--- src/rtl/motor_pkg.sv ---
// Shared types and helpers for the motor drive path (duty width, ramp FSM states).
package motor_pkg;

    localparam int DUTY_W = 8;

    typedef logic [DUTY_W-1:0] duty_t;

    typedef enum logic [1:0] {
        RUN   = 2'd0,
        BRAKE = 2'd1,
        SWAP  = 2'd2
    } ramp_state_e;

    // One LSB toward tgt, or hold when already there.
    function automatic duty_t step_toward(input duty_t cur, input duty_t tgt);
        duty_t res;
        res = cur;
        if (cur < tgt) begin
            res = cur + duty_t'(1);
        end else if (cur > tgt) begin
            res = cur - duty_t'(1);
        end
        return res;
    endfunction

endpackage

--- src/rtl/tick_gen.sv ---
// Free-running divider producing a one-cycle tick every CLK_HZ/TICK_HZ clocks.
module tick_gen #(
    parameter int CLK_HZ  = 25000000,
    parameter int TICK_HZ = 1000
) (
    input  logic clk,
    input  logic rst,
    output logic tick
);

    localparam int DIV = CLK_HZ / TICK_HZ;
    localparam int CW  = (DIV > 1) ? $clog2(DIV) : 1;
    localparam logic [CW-1:0] LAST = CW'(DIV - 1);

    logic [CW-1:0] cnt_q;

    always_ff @(posedge clk) begin
        if (rst) begin
            cnt_q <= '0;
        end else if (cnt_q == LAST) begin
            cnt_q <= '0;
        end else begin
            cnt_q <= cnt_q + CW'(1);
        end
    end

    assign tick = (cnt_q == LAST);

endmodule

--- src/rtl/duty_ramp_ctrl.sv ---
// Soft-start, slew-limited duty controller with sequenced direction reversal
// (ramp to zero, swap direction, ramp back up) feeding motor_drv.
module duty_ramp_ctrl
    import motor_pkg::*;
#(
    parameter int CLK_HZ       = 25000000,
    parameter int RAMP_HZ      = 1000,
    parameter int STEP         = 8,
    parameter int DUTY_MIN     = 8,
    parameter int DUTY_MAX     = 248,
    parameter int DUTY_DEFAULT = 128
) (
    input  logic              clk,
    input  logic              rst,
    input  logic              inc,
    input  logic              dec,
    input  logic              preset,
    input  logic              dir_req,
    output logic [DUTY_W-1:0] duty_cycle,
    output logic              direction,
    output logic              at_target,
    output logic              reversing
);

    localparam logic [DUTY_W:0] STEP_X = (DUTY_W + 1)'(STEP);
    localparam logic [DUTY_W:0] MIN_X  = (DUTY_W + 1)'(DUTY_MIN);
    localparam logic [DUTY_W:0] MAX_X  = (DUTY_W + 1)'(DUTY_MAX);

    logic            tick;
    ramp_state_e     state_q;
    duty_t           duty_q;
    duty_t           target_q;
    duty_t           target_d;
    logic            dir_q;
    logic            at_target_q;
    logic            reversing_q;
    logic [DUTY_W:0] inc_sum;

    tick_gen #(
        .CLK_HZ (CLK_HZ),
        .TICK_HZ(RAMP_HZ)
    ) u_tick_gen (
        .clk (clk),
        .rst (rst),
        .tick(tick)
    );

    // Widened by one bit so clamping never sees a wrapped value.
    assign inc_sum = {1'b0, target_q} + STEP_X;

    always_comb begin
        target_d = target_q;
        if (preset) begin
            target_d = duty_t'(DUTY_DEFAULT);
        end else if (inc && dec) begin
            target_d = target_q;
        end else if (inc) begin
            target_d = (inc_sum > MAX_X) ? duty_t'(DUTY_MAX) : inc_sum[DUTY_W-1:0];
        end else if (dec) begin
            target_d = ({1'b0, target_q} < (MIN_X + STEP_X)) ? duty_t'(DUTY_MIN)
                                                            : target_q - duty_t'(STEP);
        end
    end

    always_ff @(posedge clk) begin
        if (rst) begin
            state_q     <= RUN;
            duty_q      <= '0;
            dir_q       <= 1'b0;
            target_q    <= duty_t'(DUTY_DEFAULT);
            at_target_q <= 1'b0;
            reversing_q <= 1'b0;
        end else begin
            target_q    <= target_d;
            at_target_q <= (state_q == RUN) && (duty_q == target_q);
            case (state_q)
                RUN: begin
                    if (dir_req != dir_q) begin
                        state_q     <= BRAKE;
                        reversing_q <= 1'b1;
                    end else if (tick) begin
                        duty_q <= step_toward(duty_q, target_q);
                    end
                end
                BRAKE: begin
                    // Abort takes precedence: the operator changed their mind.
                    if (dir_req == dir_q) begin
                        state_q     <= RUN;
                        reversing_q <= 1'b0;
                    end else if (duty_q == '0) begin
                        state_q <= SWAP;
                    end else if (tick) begin
                        duty_q <= duty_q - duty_t'(1);
                    end
                end
                SWAP: begin
                    dir_q       <= dir_req;
                    state_q     <= RUN;
                    reversing_q <= 1'b0;
                end
                default: begin
                    state_q     <= RUN;
                    reversing_q <= 1'b0;
                end
            endcase
        end
    end

    assign duty_cycle = duty_q;
    assign direction  = dir_q;
    assign at_target  = at_target_q;
    assign reversing  = reversing_q;

endmodule

--- config.mk ---
export PLATFORM = sky130hd
export DESIGN_NAME = duty_ramp_ctrl
export DESIGN_NICKNAME = d
export VERILOG_FILES = /design/src/rtl/motor_pkg.sv /design/src/rtl/tick_gen.sv /design/src/rtl/duty_ramp_ctrl.sv
export SDC_FILE = /design/constraint.sdc
export NUM_CORES = 1
export LEC_CHECK = 0
export CORE_ASPECT_RATIO = 0.5
export CORE_MARGIN = 10
export CORE_UTILIZATION = 50
export DETAILED_ROUTE_END_ITERATION = 12
export HOLD_SLACK_MARGIN = 0.05
export PLACE_DENSITY = 0.67
export REMOVE_ABC_BUFFERS = 1
export SETUP_SLACK_MARGIN = 0.05
export SYNTH_ARGS = -nofsm -noshare
export SYNTH_HDL_FRONTEND = slang
export SYNTH_SLANG_ARGS = --single-unit
--- constraint.sdc ---
create_clock -name clk -period 3 [get_ports clk]
set_clock_uncertainty 0.2 [all_clocks]
set_input_delay 0.45 -clock clk [delete_from_list [all_inputs] [get_ports clk]]
set_output_delay 0.45 -clock clk [all_outputs]
set_load 0.02 [all_outputs]
# Word-level counts from Yosys, hierarchy flattened

Index checks and enable logic that the tools add are counted.

Bitwise logic cells: 1
Order comparisons: 4
Reduce and logical (&&, ||, !) cells: 12
Equality and inequality tests: 15
Multiply operators: 0
Shift-type cells: 0
Add/subtract/negate cells: 5
Div/mod/pow operators: 0
Muxes and demuxes: 19

Operator list:

| operator              | count |
|---|---|
| $mux 8                | 11 |
| $pmux 8 s2            | 1 |
| $add 15x1->15 const B | 1 |
| $eq 15x15->1 const B  | 1 |
| $ne 2x2->1 const B    | 6 |
| $add 8x4->9 const B   | 1 |
| $gt 9x8->1 const B    | 1 |
| $add 8x1->8 const B   | 1 |
| $eq 8x8->1            | 1 |
| $gt 8x8->1            | 1 |
| $logic_not 8->1       | 1 |
| $lt 8x5->1 const B    | 1 |
| $lt 8x8->1            | 1 |
| $sub 8x1->8 const B   | 1 |
| $sub 8x4->8 const B   | 1 |
| $reduce_and 7->1      | 1 |
| $mux 2                | 3 |
| $reduce_and 2->1      | 3 |
| $pmux 2 s2            | 1 |
| $reduce_bool 2->1     | 2 |
| $reduce_or 2->1       | 2 |
| $ne 3x1->1 const B    | 1 |
| $ne 3x3->1 const B    | 1 |
| $eq 2x1->1 const B    | 1 |
| other kinds (9)       | 11 |

Register bits: 36
Bits in read-only memories: 0
RAM bits: 0
Word-level logic and storage cells: 63
Latch bits: 0
Memories kept: 0
Bits of input ports: 6

# Logic depth before layout (Yosys ltp)

Gate-level depths: netlist of the first run.

Word-level depth: 6
Gate-level depth with buffers: 9
Depth with buffers taken out: 8

# Modules after synthesis

A second synthesis of the first run with hierarchy kept.

Cell total of the unflattened synthesis: 257
Area, all modules: 2,214.6 sq um

Modules (own cells, without submodules):

| module         | sequential area each (sq um) | cells an instance | area an instance (sq um) | times used |
|---|---|---|---|---|
| duty_ramp_ctrl | 360.3                        | 178               | 1,423.9                  | 1 |
| tick_gen       | 300.3                        | 79                | 790.8                    | 1 |

# Worst setup path before layout of the first run

OpenSTA, ideal clock, no wires.

Path kind: reg-to-reg
Start point: reg duty_q[3], in the netlist duty_cycle[3]
End point: reg duty_q[6], in the netlist duty_cycle[6]
Arrival time: 2.349 ns
Path buffers: 1
Path slack: 0.381 ns
Stages on the path, launching flop included: 9
Cells stage by stage: dfxtp_1 > ha_1 > o211ai_1 > a21oi_1 > a2111o_1 > clkbuf_1 > mux2_2 > or3_1 > a21oi_1

Longest elaborated chain between the ends: 6

RTL lines:

| what                   | line                                  | text |
|---|---|---|
| from (decl)            | duty_ramp_ctrl.sv:31                  | `duty_t duty_q;` |
| from (signal assigned) | duty_ramp_ctrl.sv:82                  | `duty_q <= step_toward(duty_q, target_q);` |
| from (signal assigned) | duty_ramp_ctrl.sv:93                  | `duty_q <= duty_q - duty_t'(1);` |
| $sub 8x1->8            | motor_pkg.sv:21, duty_ramp_ctrl.sv:93 |  |
| $mux 8                 | motor_pkg.sv:20                       | `end else if (cur > tgt) begin` |
| $mux 8                 | motor_pkg.sv:18                       | `if (cur < tgt) begin` |
| $mux 8                 | duty_ramp_ctrl.sv:81                  | `end else if (tick) begin` |
| $mux 8                 | duty_ramp_ctrl.sv:78                  | `if (dir_req != dir_q) begin` |
| $pmux 8 s2             | duty_ramp_ctrl.sv:76                  | `case (state_q)` |

Parallel ways exist; a longest one is shown, timed or not. The select of a mux whose other input is x is not followed.
A chain may end at the register's enable or synchronous reset.

# Worst setup path in the final report of the first run

Start point: reg target_q[5]
End point: reg duty_q[6], in the netlist duty_cycle[6]

Longest elaborated chain between the ends: 5

RTL lines:

| what                   | line                 | text |
|---|---|---|
| from (decl)            | duty_ramp_ctrl.sv:32 | `duty_t target_q;` |
| from (signal assigned) | duty_ramp_ctrl.sv:70 | `target_q <= duty_t'(DUTY_DEFAULT);` |
| from (signal assigned) | duty_ramp_ctrl.sv:74 | `target_q <= target_d;` |
| $lt 8x8->1             | motor_pkg.sv:18      |  |
| $mux 8                 | motor_pkg.sv:18      |  |
| $mux 8                 | duty_ramp_ctrl.sv:81 |  |
| $mux 8                 | duty_ramp_ctrl.sv:78 |  |
| $pmux 8 s2             | duty_ramp_ctrl.sv:76 |  |

Parallel ways exist; a longest one is shown, timed or not. The select of a mux whose other input is x is not followed.

==> flow_metrics.py, run 1 <==
metrics = {
    "status": {
        "status": "complete, no violations",
    },
    "clock_network": {
        "cts.htree.levels": 2,
        "clkTransAtPathRegs_ns": 0.07,
        "hold_buffers": 0,
        "clockRootBuffer": "sky130_fd_sc_hd__clkbuf_8",
        "postCtsSetupBuffers": 0,
        "worstSkewPairLatency_ns": 0.28,
        "clock_tree_from_tritoncts": "yes",
        "cts.sinks": 33,
        "cts_resized": 0,
        "clock_tree.buffer_depth": 2,
        "cts_made_buffers": 5,
    },
    "sta": {
        "slew_limit_fails": 0,
        "setup-tns-final_ns": 0,
        "max_clock_freq_ghz": 0.368,
        "min_period_over_period_pct": 90.5,
        "fin_hold_ws_ns": 0.275,
        "final_period_minus_worst_setup_slack_ns": 2.72,
        "final-hold-violation-count": 0,
        "worst_case_headroom_to_the_max_slew_limit_pct": 72.7,
        "final_setup_fails": 0,
        "rsz_0062_raised_after_global_routing": "false",
        "timing_worst_slew_pin_value_ns": 0.404,
    },
    "synth": {
        "synth-warning-count": 0,
        "synth_async_sr_flop_share_pct": 0,
        "synth_compound_area_share_pct": 13.1,
        "synthMuxAreaShare_pct": 4.80,
        "post_synth_inst_count": 228,
        "area_share_of_the_largest_cell_type_after_synthesis_pct": 34.3,
        "dominantRegCellSynth": "sky130_fd_sc_hd__dfxtp_1",
        "post_synthesis_register_bit_count": 33,
        "synth_top_cells_by_count": "33 x sky130_fd_sc_hd__dfxtp_1, 29 x sky130_fd_sc_hd__nor2_1, 13 x sky130_fd_sc_hd__a21oi_1, 12 x sky130_fd_sc_hd__ha_1, 12 x sky130_fd_sc_hd__nand2_1",
        "mappedNetlistArea_mm2": 0.00193,
        "seq_area_frac_synth_pct": 34.3,
        "synth_area_leaders": "sky130_fd_sc_hd__dfxtp_1 34%, sky130_fd_sc_hd__ha_1 7.8%, sky130_fd_sc_hd__nor2_1 5.6%, sky130_fd_sc_hd__xor2_1 5.0%, sky130_fd_sc_hd__xnor2_1 4.5%",
        "yosys.cell_count.top_type": "sky130_fd_sc_hd__dfxtp_1",
        "synthSimpleGateAreaFrac_pct": 27.0,
        "synth_area_per_cell_um2": 8.46,
        "main_combinational_cell_family_by_area_after_synthesis": "simple AND/OR/NAND/NOR gates",
        "synth-edff-count": 0,
        "synth-xor-area-share_pct": 9.54,
        "post_synth_num_cell_types": 44,
        "yosysTopAreaCell": "sky130_fd_sc_hd__dfxtp_1",
        "post_synth_fa_ha_maj_area_fraction_pct": 7.79,
    },
    "hold_path": {
        "min_path_type": "register to register",
        "worst_hold_path.endpoint": "u_tick_gen.cnt_q[0]",
        "holdCritStartpoint": "u_tick_gen.cnt_q[0]",
        "min_delay_path_depth": 1,
    },
    "floorplan": {
        "fp.dieArea_mm2": 0.00689,
        "floorplan.die.width_um": 108,
        "floorplan.rows": 15,
        "fp.coreArea_mm2": 0.00357,
        "die_height_um": 63.9,
        "total_i_o_pin_count": 17,
        "initial_core_util_pct": 54.1,
    },
    "setup_path": {
        "required_ns": 3.01,
        "path_max_fanout": 7,
        "reg2reg_from": "target_q[5]",
        "worst_ep_arrival_time_ns": 2.72,
        "timing.reg2reg.worst_path_depth": 8,
        "reg2reg_slack_ns": 0.28,
        "worstSetupEndpointType": "register",
        "timing_worst_setup_path_type": "register to register",
        "setup.worst_path.start_class": "register",
        "r2r_end": "duty_cycle[6]",
    },
    "finish": {
        "drive_above_1_share_pct": 7.66,
        "n_fill_cell": 329,
        "syn_to_final_growth_pct": 16.4,
        "num-nets-final": 266,
        "antenna-diode-count": 0,
    },
    "power": {
        "power_switching_share_pct": 23.2,
        "internal-power_mw": 0.731,
        "clk_network_pwr_share_pct": 41.8,
        "worst_ir_drop_vdd_uv": 238,
        "total_power_mw": 0.953,
        "share_comb_of_total_power_pct": 9.9,
        "pwr_density_cell_mw_per_mm2": 424,
        "total_leakage_power_nw": 0.900,
        "seqPwrFrac_pct": 48.3,
        "p_switching_mw": 0.221,
    },
    "global_route": {
        "antenna_found_initial": 0,
        "largest_net_degree_at_the_start_of_global_routing": 16,
        "grt_pass1_wl_um": 6920,
        "global_route.overflow_total": 0,
        "global_route.usage.total_pct": 12.0,
        "grt_pass1_vias": 1557,
    },
    "drt": {
        "route.detailed.wl_per_inst_um": 13.4,
        "totalWireLength_um": 4000,
        "ant_nets": 0,
        "route.detailed.drc": 0,
        "detailedRoute.firstPassIterationCount": 4,
        "route.detailed.vias_per_inst": 5.47,
        "drtIter0Drc": 64,
        "routed_vias": 1637,
    },
    "placement": {
        "post-dp-hpwl_um": 3010,
        "port_buffers": 16,
        "routabilityCongestion": 0.899,
    },
    "flow_run": {
        "max_cap_violations": 0,
    },
}
area by class of cell:
cell class	instances	area [um^2]	share of cell area, %
clock buffer	5	68.8	3.07
timing repair buffer	18	175	7.80
multi-input combinational	179	1200	53.5
sequential	33	661	29.4
tap	51	63.8	2.84
inverter	11	41.3	1.84
clock inverter	2	35.0	1.56
registers in the layout, summed over array words and instances (netlist names):
signal / cells
reversing: 1
duty_cycle: 8
direction: 1
u_tick_gen.cnt_q: 15
target_q: 5
at_target: 1
state_q: 2
per-stage QoR:
| stage | cells | cell area, um^2 | utilization, % | setup WS, ns |
|---|---|---|---|---|
| 2_1_floorplan | 223 | 1900 | - | 0.435 |
| 3_3_place_gp | 292 | 2140 | 60.0 | 0.287 |
| 3_5_place_dp | 292 | 2140 | 60.0 | 0.240 |
| 4_1_cts | 299 | 2240 | 62.9 | 0.285 |
| 5_1_grt | 299 | 2240 | 62.9 | 0.150 |
| 6_report | 299 | 2240 | 62.9 | 0.285 |
layout by cell type, fill, tap and decap left out, drive strengths merged, types with 3 or more instances in the layout:
cell,synthesis,routed
a21oi,13,13
nand3,11,11
xnor2,10,10
nor2,29,29
nor3,7,7
nand2b,3,3
nand4,5,5
inv,11,11
xor2,11,11
o21ai,10,10
ha,12,12
or4,3,3
mux2i,7,7
dfxtp,33,33
nand2,12,12
or3,5,5
a31oi,3,3
and3,7,7
clkbuf,4,5
clkdlybuf4s50,0,16
how the worst max path moves through the flow:
| stage | startpoint | endpoint | cells past startpoint |
|---|---|---|---|
| 2_1_floorplan | duty_cycle[3] | duty_cycle[6] | 7 |
| 3_3_place_gp | dir_req | duty_cycle[3] | 7 |
| 3_5_place_dp | dir_req | duty_cycle[2] | 7 |
| 4_1_cts | target_q[5] | duty_cycle[6] | 8 |
| 5_1_grt | target_q[5] | duty_cycle[6] | 8 |
| 6_report | target_q[5] | duty_cycle[6] | 8 |
worst max-delay path, cell delays in order (launching register included):
cell	delay [ns]
sky130_fd_sc_hd__dfxtp_1	0.46
sky130_fd_sc_hd__inv_1	0.15
sky130_fd_sc_hd__ha_1	0.33
sky130_fd_sc_hd__a21oi_1	0.13
sky130_fd_sc_hd__a21oi_1	0.09
sky130_fd_sc_hd__a2111o_1	0.51
sky130_fd_sc_hd__mux2_2	0.33
sky130_fd_sc_hd__or3_1	0.30
sky130_fd_sc_hd__a21oi_1	0.14
power by group through the flow:
stage / Clock [mW] / Sequential [mW] / Combinational (mW)
2_1_floorplan: 0 / 0.469 / 0.0616
3_3_place_gp: 0 / 0.469 / 0.0932
3_5_place_dp: 0 / 0.470 / 0.0940
4_1_cts: 0.405 / 0.460 / 0.0945
5_1_grt: 0.420 / 0.462 / 0.106
6_report: 0.398 / 0.460 / 0.0946
metal layers:
layer  global-route usage [%]  vias to the layer above  wire (um)
li1                         -                      857          -
met1                     14.1                      746       1880
met2                     20.1                       28       1880
met3                     3.90                        6        177
met4                     4.47                        0         54
met5                        0                        -          0
kinds of logic after synthesis:
kind of cell | Yosys count
flip-flops | 33
AO/OA/AOI/OAI | 40
XOR/XNOR | 21
adder cells (fa/ha/maj) | 12
multiplexers | 9
buffers and inverters | 16
AND/OR/NAND/NOR | 97
No activity file was read; power rests on OpenSTA's default activity.
==> inputs of run 2 (changes only) <==
- DONT_BUFFER_PORTS: not set -> 1
- PLACE_DENSITY: 0.67 -> 0.61
==> run 2 against run 1 <==
Effect of this change: clock-buffer cell count is 1 higher; critical path depth stayed put; maximum frequency is 0.35% higher; design area is 5.2% lower; worst setup slack better by 0.0094 ns; power is 2.4% higher; hold slack worse by 0.22 ns; die area stayed put; clock power is 9.0% higher; highest routed layer unchanged.
==> flow_metrics.py, run 2 (synthesis gave the netlist of run 1 again) <==
metrics = {
    "placement": {
        "port_buffers": 0,
        "post-dp-hpwl_um": 2920,
        "place_ws_ns": 0.324,
        "routabilityCongestion": 0.873,
        "placed_cell_area_mm2": 0.00199,
    },
    "drt": {
        "ant_nets": 0,
        "route.detailed.vias_per_inst": 5.64,
        "route.detailed.wl_per_inst_um": 13.7,
        "detailedRoute.firstPassIterationCount": 4,
        "route.detailed.drc": 0,
        "totalWireLength_um": 3940,
        "drtIter0Drc": 87,
        "routed_vias": 1618,
    },
    "sta": {
        "worst_case_headroom_to_the_max_slew_limit_pct": 70.2,
        "rsz_0062_raised_after_global_routing": "false",
        "final-hold-violation-count": 0,
        "final_setup_fails": 0,
        "final_period_minus_worst_setup_slack_ns": 2.71,
        "min_period_over_period_pct": 90.2,
        "setup-tns-final_ns": 0,
        "slew_limit_fails": 0,
        "timing_worst_slew_pin_value_ns": 0.441,
        "layout_setup_ws_ns": 0.294,
        "max_clock_freq_ghz": 0.370,
    },
    "global_route": {
        "global_route.usage.total_pct": 11.8,
        "global_route.overflow_total": 0,
        "antenna_found_initial": 0,
        "grt_pass1_vias": 1526,
        "grt_pass1_wl_um": 6820,
        "largest_net_degree_at_the_start_of_global_routing": 16,
    },
    "setup_path": {
        "worst_ep_arrival_time_ns": 2.72,
        "cpMaxStageDelayCell": "sky130_fd_sc_hd__a2111o_1",
        "path_delay_family": "compound AO/OA/AOI/OAI gates",
        "timing_worst_setup_path_type": "register to register",
        "setup.worst_path.start_class": "register",
        "path_max_fanout": 7,
        "critical_path.cell_chain": "inv_1 > ha_1 > o211ai_1 > a21oi_1 > a2111o_1 > mux2_2 > or3_1 > a21oi_1",
        "worstSetupEndpointType": "register",
        "required_ns": 3.02,
        "critPathMaxStageDelay_ns": 0.52,
        "most_frequent_cell_on_critical_path": "sky130_fd_sc_hd__a21oi_1",
        "path_buf_inv": 1,
    },
    "power": {
        "p_switching_mw": 0.223,
        "seqPwrFrac_pct": 47.4,
        "internal-power_mw": 0.752,
        "worst_ir_drop_vdd_uv": 227,
        "share_comb_of_total_power_pct": 8.1,
        "power_switching_share_pct": 22.9,
        "clk_network_pwr_share_pct": 44.5,
        "total_leakage_power_nw": 0.861,
        "pwr_density_cell_mw_per_mm2": 458,
    },
    "clock_network": {
        "cts.sinks": 33,
        "clock_tree.buffer_depth": 2,
        "clock_tree_from_tritoncts": "yes",
        "worstSkewPairLatency_ns": 0.28,
        "cts.htree.levels": 2,
        "clkTransAtPathRegs_ns": 0.07,
        "cts_made_buffers": 5,
        "clockRootBuffer": "sky130_fd_sc_hd__clkbuf_8",
    },
    "finish": {
        "n_fill_cell": 323,
        "post-route-cell-area_mm2": 0.00213,
        "mostFrequentLayoutCells": "33 x sky130_fd_sc_hd__dfxtp_1, 29 x sky130_fd_sc_hd__nor2_1, 13 x sky130_fd_sc_hd__a21oi_1",
        "syn_to_final_growth_pct": 10.4,
        "drive_above_1_share_pct": 8.90,
        "num-nets-final": 253,
        "registers.top_by_ff_count": "u_tick_gen.cnt_q",
        "antenna-diode-count": 0,
        "flip_flop_count_of_the_largest_register_after_layout": 15,
        "mostFrequentLayoutCell": "sky130_fd_sc_hd__dfxtp_1",
    },
    "flow_run": {
        "max_cap_violations": 0,
    },
    "floorplan": {
        "floorplan.die.width_um": 108,
        "initial_core_util_pct": 54.1,
        "fp.coreArea_mm2": 0.00357,
        "die_height_um": 63.9,
        "fp.dieArea_mm2": 0.00689,
        "floorplan.rows": 15,
        "total_i_o_pin_count": 17,
    },
    "status": {
        "status": "complete, no violations",
    },
    "hold_path": {
        "min_path_type": "primary input to register",
    },
}
-- run 2: path summary, 6_finish.rpt --
| kind | start | to | slack (ns) | depth (start not counted) |
|---|---|---|---|---|
| max reg2reg | target_q[3] | duty_cycle[6] | 0.29 | 8 |
| max | target_q[3] | duty_cycle[6] | 0.29 | 8 |
| min | rst | target_q[3] | 0.06 | 1 |
| min reg2reg | u_tick_gen.cnt_q[0] | u_tick_gen.cnt_q[0] | 0.26 | 1 |
-- run 2: what timing repair did --
action,CTS,global route
buffers inserted,0,0
gates resized for setup,0,0
hold buffers,2,0
hold endpoints to repair,12,0
-- run 2: area by class of cell --
| type | count | area, um^2 | area share [%] |
|---|---|---|---|
| Multi-Input combinational cell | 179 | 1200 | 56.4 |
| Sequential cell | 33 | 661 | 31.0 |
| Clock buffer | 6 | 82.6 | 3.88 |
| Tap cell | 51 | 63.8 | 3.00 |
| Timing Repair Buffer | 5 | 42.5 | 2.00 |
| Inverter | 11 | 41.3 | 1.94 |
| Clock inverter | 2 | 37.5 | 1.76 |
-- run 2: worst register-to-register path: cells and delay by family, from the launching register on --
family | cells | cell delay (ns)
AND/OR/NAND/NOR | 1 | 0.31
adder cells (fa/ha/maj) | 1 | 0.31
AO/OA/AOI/OAI | 4 | 0.92
buffers and inverters | 1 | 0.13
flip-flops | 1 | 0.45
multiplexers | 1 | 0.34
-- run 2: power groups by stage --
stage / Clock (mW) / Sequential (mW) / Combinational [mW]
2_1_floorplan: 0 / 0.469 / 0.0616
3_3_place_gp: 0 / 0.472 / 0.0742
3_5_place_dp: 0 / 0.472 / 0.0747
4_1_cts: 0.448 / 0.462 / 0.0795
5_1_grt: 0.466 / 0.464 / 0.0901
6_report: 0.434 / 0.462 / 0.0788
-- run 2: stage by stage --
step | util [%] | instances | hold slack [ns] | power (mW)
after CTS | 59.7 | 287 | 0.0511 | 0.989
after global placement | 55.8 | 277 | 0.244 | 0.546
after floorplan | - | 223 | 0.226 | 0.531
after detailed placement | 55.8 | 277 | 0.254 | 0.547
final | 59.7 | 287 | 0.0571 | 0.975
after global routing | 59.7 | 287 | 0.0543 | 1.02
-- run 2: metal layers --
| metal | global-route usage, % | part of all wire [%] | wire length [um] |
|---|---|---|---|
| met5 | 0 | 0 | 0 |
| met4 | 3.31 | 0.48 | 19 |
| met3 | 3.60 | 4.1 | 162 |
| met2 | 20.0 | 48 | 1880 |
| met1 | 14.0 | 48 | 1880 |
==> inputs of run 3 (changes only) <==
- CELL_PAD_IN_SITES_DETAIL_PLACEMENT: not set -> 1
- CELL_PAD_IN_SITES_GLOBAL_PLACEMENT: not set -> 2
- CORE_UTILIZATION: 50 -> 38
- CTS_BUF_LIST: not set -> sky130_fd_sc_hd__clkbuf_4 sky130_fd_sc_hd__clkbuf_8 sky130_fd_sc_hd__clkbuf_16
- PLACE_DENSITY: 0.61 -> 0.74
==> run 3 against run 2 <==
Effect of this change: design area up 0.71%; first-iteration DRC count is 22% lower; cell count increased by 6.6%; global-route usage is 0.23 points lower; largest cell class unchanged; flip-flop and latch count unchanged.
==> flow_metrics.py, run 3 (synthesis gave the netlist of run 1 again) <==
metrics = {
    "setup_path": {
        "critical_path.cell_chain": "inv_1 > ha_1 > o211ai_1 > a21oi_1 > a2111o_1 > mux2_2 > or3_1 > a21oi_1",
        "worst_ep_arrival_time_ns": 2.79,
        "timing_worst_setup_path_type": "register to register",
        "worstSetupEndpointType": "register",
        "setup.worst_path.start_class": "register",
        "most_frequent_cell_on_critical_path": "sky130_fd_sc_hd__a21oi_1",
        "critPathMaxStageDelay_ns": 0.52,
        "required_ns": 3.02,
        "cpMaxStageDelayCell": "sky130_fd_sc_hd__a2111o_1",
        "path_max_fanout": 7,
    },
    "power": {
        "total_power_mw": 0.955,
        "clk_network_pwr_share_pct": 42.9,
        "power_switching_share_pct": 24.2,
        "seqPwrFrac_pct": 48.5,
        "share_comb_of_total_power_pct": 8.6,
        "pwr_density_cell_mw_per_mm2": 446,
        "internal-power_mw": 0.724,
        "p_switching_mw": 0.231,
        "total_leakage_power_nw": 0.863,
        "worst_ir_drop_vdd_uv": 216,
    },
    "clock_network": {
        "cts_resized": 0,
        "clkTransAtPathRegs_ns": 0.07,
        "worstSkewPairLatency_ns": 0.29,
        "cts.htree.levels": 2,
        "cts_made_buffers": 5,
        "clock_tree.buffer_depth": 2,
        "postCtsSetupBuffers": 0,
        "clockRootBuffer": "sky130_fd_sc_hd__clkbuf_8",
        "clock_tree_from_tritoncts": "yes",
        "cts.sinks": 33,
        "hold_buffers": 2,
    },
    "sta": {
        "final_setup_fails": 0,
        "layout_setup_ws_ns": 0.230,
        "timing_worst_slew_pin_value_ns": 0.521,
        "rsz_0062_raised_after_global_routing": "false",
        "slew_limit_fails": 0,
        "max_clock_freq_ghz": 0.361,
        "final-hold-violation-count": 0,
        "setup-tns-final_ns": 0,
        "final_period_minus_worst_setup_slack_ns": 2.77,
        "min_period_over_period_pct": 92.3,
        "worst_case_headroom_to_the_max_slew_limit_pct": 64.8,
    },
    "global_route": {
        "grt_pass1_wl_um": 8110,
        "global_route.overflow_total": 0,
        "largest_net_degree_at_the_start_of_global_routing": 16,
        "antenna_found_initial": 0,
        "grt_pass1_vias": 1699,
        "global_route.usage.total_pct": 11.5,
    },
    "finish": {
        "num-nets-final": 254,
        "final-instance-count-excl-fill": 306,
        "syn_to_final_growth_pct": 11.2,
        "mostFrequentLayoutCells": "33 x sky130_fd_sc_hd__dfxtp_1, 29 x sky130_fd_sc_hd__nor2_1, 13 x sky130_fd_sc_hd__a21oi_1",
        "mostFrequentLayoutCell": "sky130_fd_sc_hd__dfxtp_1",
        "drive_above_1_share_pct": 8.90,
        "n_fill_cell": 599,
        "registers.top_by_ff_count": "u_tick_gen.cnt_q",
        "flip_flop_count_of_the_largest_register_after_layout": 15,
        "antenna-diode-count": 0,
    },
    "hold_path": {
        "min_path_type": "primary input to register",
    },
    "drt": {
        "totalWireLength_um": 4740,
        "route.detailed.wl_per_inst_um": 15.5,
        "routed_vias": 1653,
        "drtIter0Drc": 68,
        "route.detailed.vias_per_inst": 5.40,
        "ant_nets": 0,
        "route.detailed.drc": 0,
        "detailedRoute.firstPassIterationCount": 4,
    },
    "floorplan": {
        "fp.coreArea_mm2": 0.00491,
        "floorplan.rows": 18,
        "initial_core_util_pct": 39.3,
        "die_height_um": 70.4,
        "total_i_o_pin_count": 17,
        "floorplan.die.width_um": 121,
        "fp.dieArea_mm2": 0.00850,
    },
    "placement": {
        "place_ws_ns": 0.254,
        "dpl.cell_count": 297,
        "port_buffers": 0,
        "post-dp-hpwl_um": 3530,
        "routabilityCongestion": 0.848,
    },
    "status": {
        "status": "complete, no violations",
    },
    "flow_run": {
        "max_cap_violations": 0,
    },
}
-- run 3: cell count changes in the layout (fill, tap and decap cells not counted) --
cell / delta
sky130_fd_sc_hd__clkinv_2: +1
sky130_fd_sc_hd__buf_4: +1
sky130_fd_sc_hd__clkinvlp_4: -1
sky130_fd_sc_hd__clkbuf_8: -1
-- run 3: worst paths after layout --
| path | start | slack [ns] | end | depth (start not counted) |
|---|---|---|---|---|
| worst min register to register | u_tick_gen.cnt_q[0] | 0.26 | u_tick_gen.cnt_q[0] | 1 |
| worst min-delay path | dec | 0.07 | target_q[5] | 1 |
| worst max register to register | target_q[3] | 0.23 | duty_cycle[6] | 8 |
| worst max-delay path | target_q[3] | 0.23 | duty_cycle[6] | 8 |
-- run 3: power groups by stage --
stage / combinational (mW) / sequential (mW) / clock (mW)
2_1_floorplan: 0.0616 / 0.469 / 0
3_3_place_gp: 0.0764 / 0.473 / 0
3_5_place_dp: 0.0783 / 0.473 / 0
4_1_cts: 0.0834 / 0.463 / 0.422
5_1_grt: 0.0941 / 0.465 / 0.440
6_report: 0.0822 / 0.463 / 0.410
-- run 3: layout make-up --
cell class	instances	area, um^2	share of cell area [%]
clock buffers	5	68.8	3.21
clock inverters	2	35.0	1.63
inverters	11	41.3	1.93
multi-input cells	179	1200	56.0
flip-flops and latches	33	661	30.8
well taps	70	87.6	4.09
repair buffers	6	50.0	2.34
-- run 3: metal layers --
| metal | vias to the layer above | track usage (%) | part of all wire [%] | wire length, um |
|---|---|---|---|---|
| met5 | - | 0 | 0 | 0 |
| met4 | 0 | 3.06 | 0.78 | 37 |
| met3 | 4 | 3.29 | 3.4 | 160 |
| met2 | 18 | 20.9 | 50 | 2370 |
| met1 | 796 | 12.9 | 46 | 2180 |
| li1 | 835 | - | - | - |
-- run 3: critical path: cells and delay by family (launching register included) --
kind | cells | cell delay, ns
AND/OR/NAND/NOR | 1 | 0.32
AO/OA/AOI/OAI | 4 | 0.94
flip-flops | 1 | 0.46
buffers and inverters | 1 | 0.14
adder cells (fa/ha/maj) | 1 | 0.31
multiplexers | 1 | 0.33
-- run 3: through the flow --
stage / hold slack, ns / cell area (um^2) / utilization, %
after floorplan: 0.226 / 1900 / -
after global placement: 0.244 / 2020 / 41.1
after detailed placement: 0.252 / 2020 / 41.1
after CTS: 0.0581 / 2140 / 43.7
after global routing: 0.0632 / 2140 / 43.7
final: 0.0679 / 2140 / 43.7
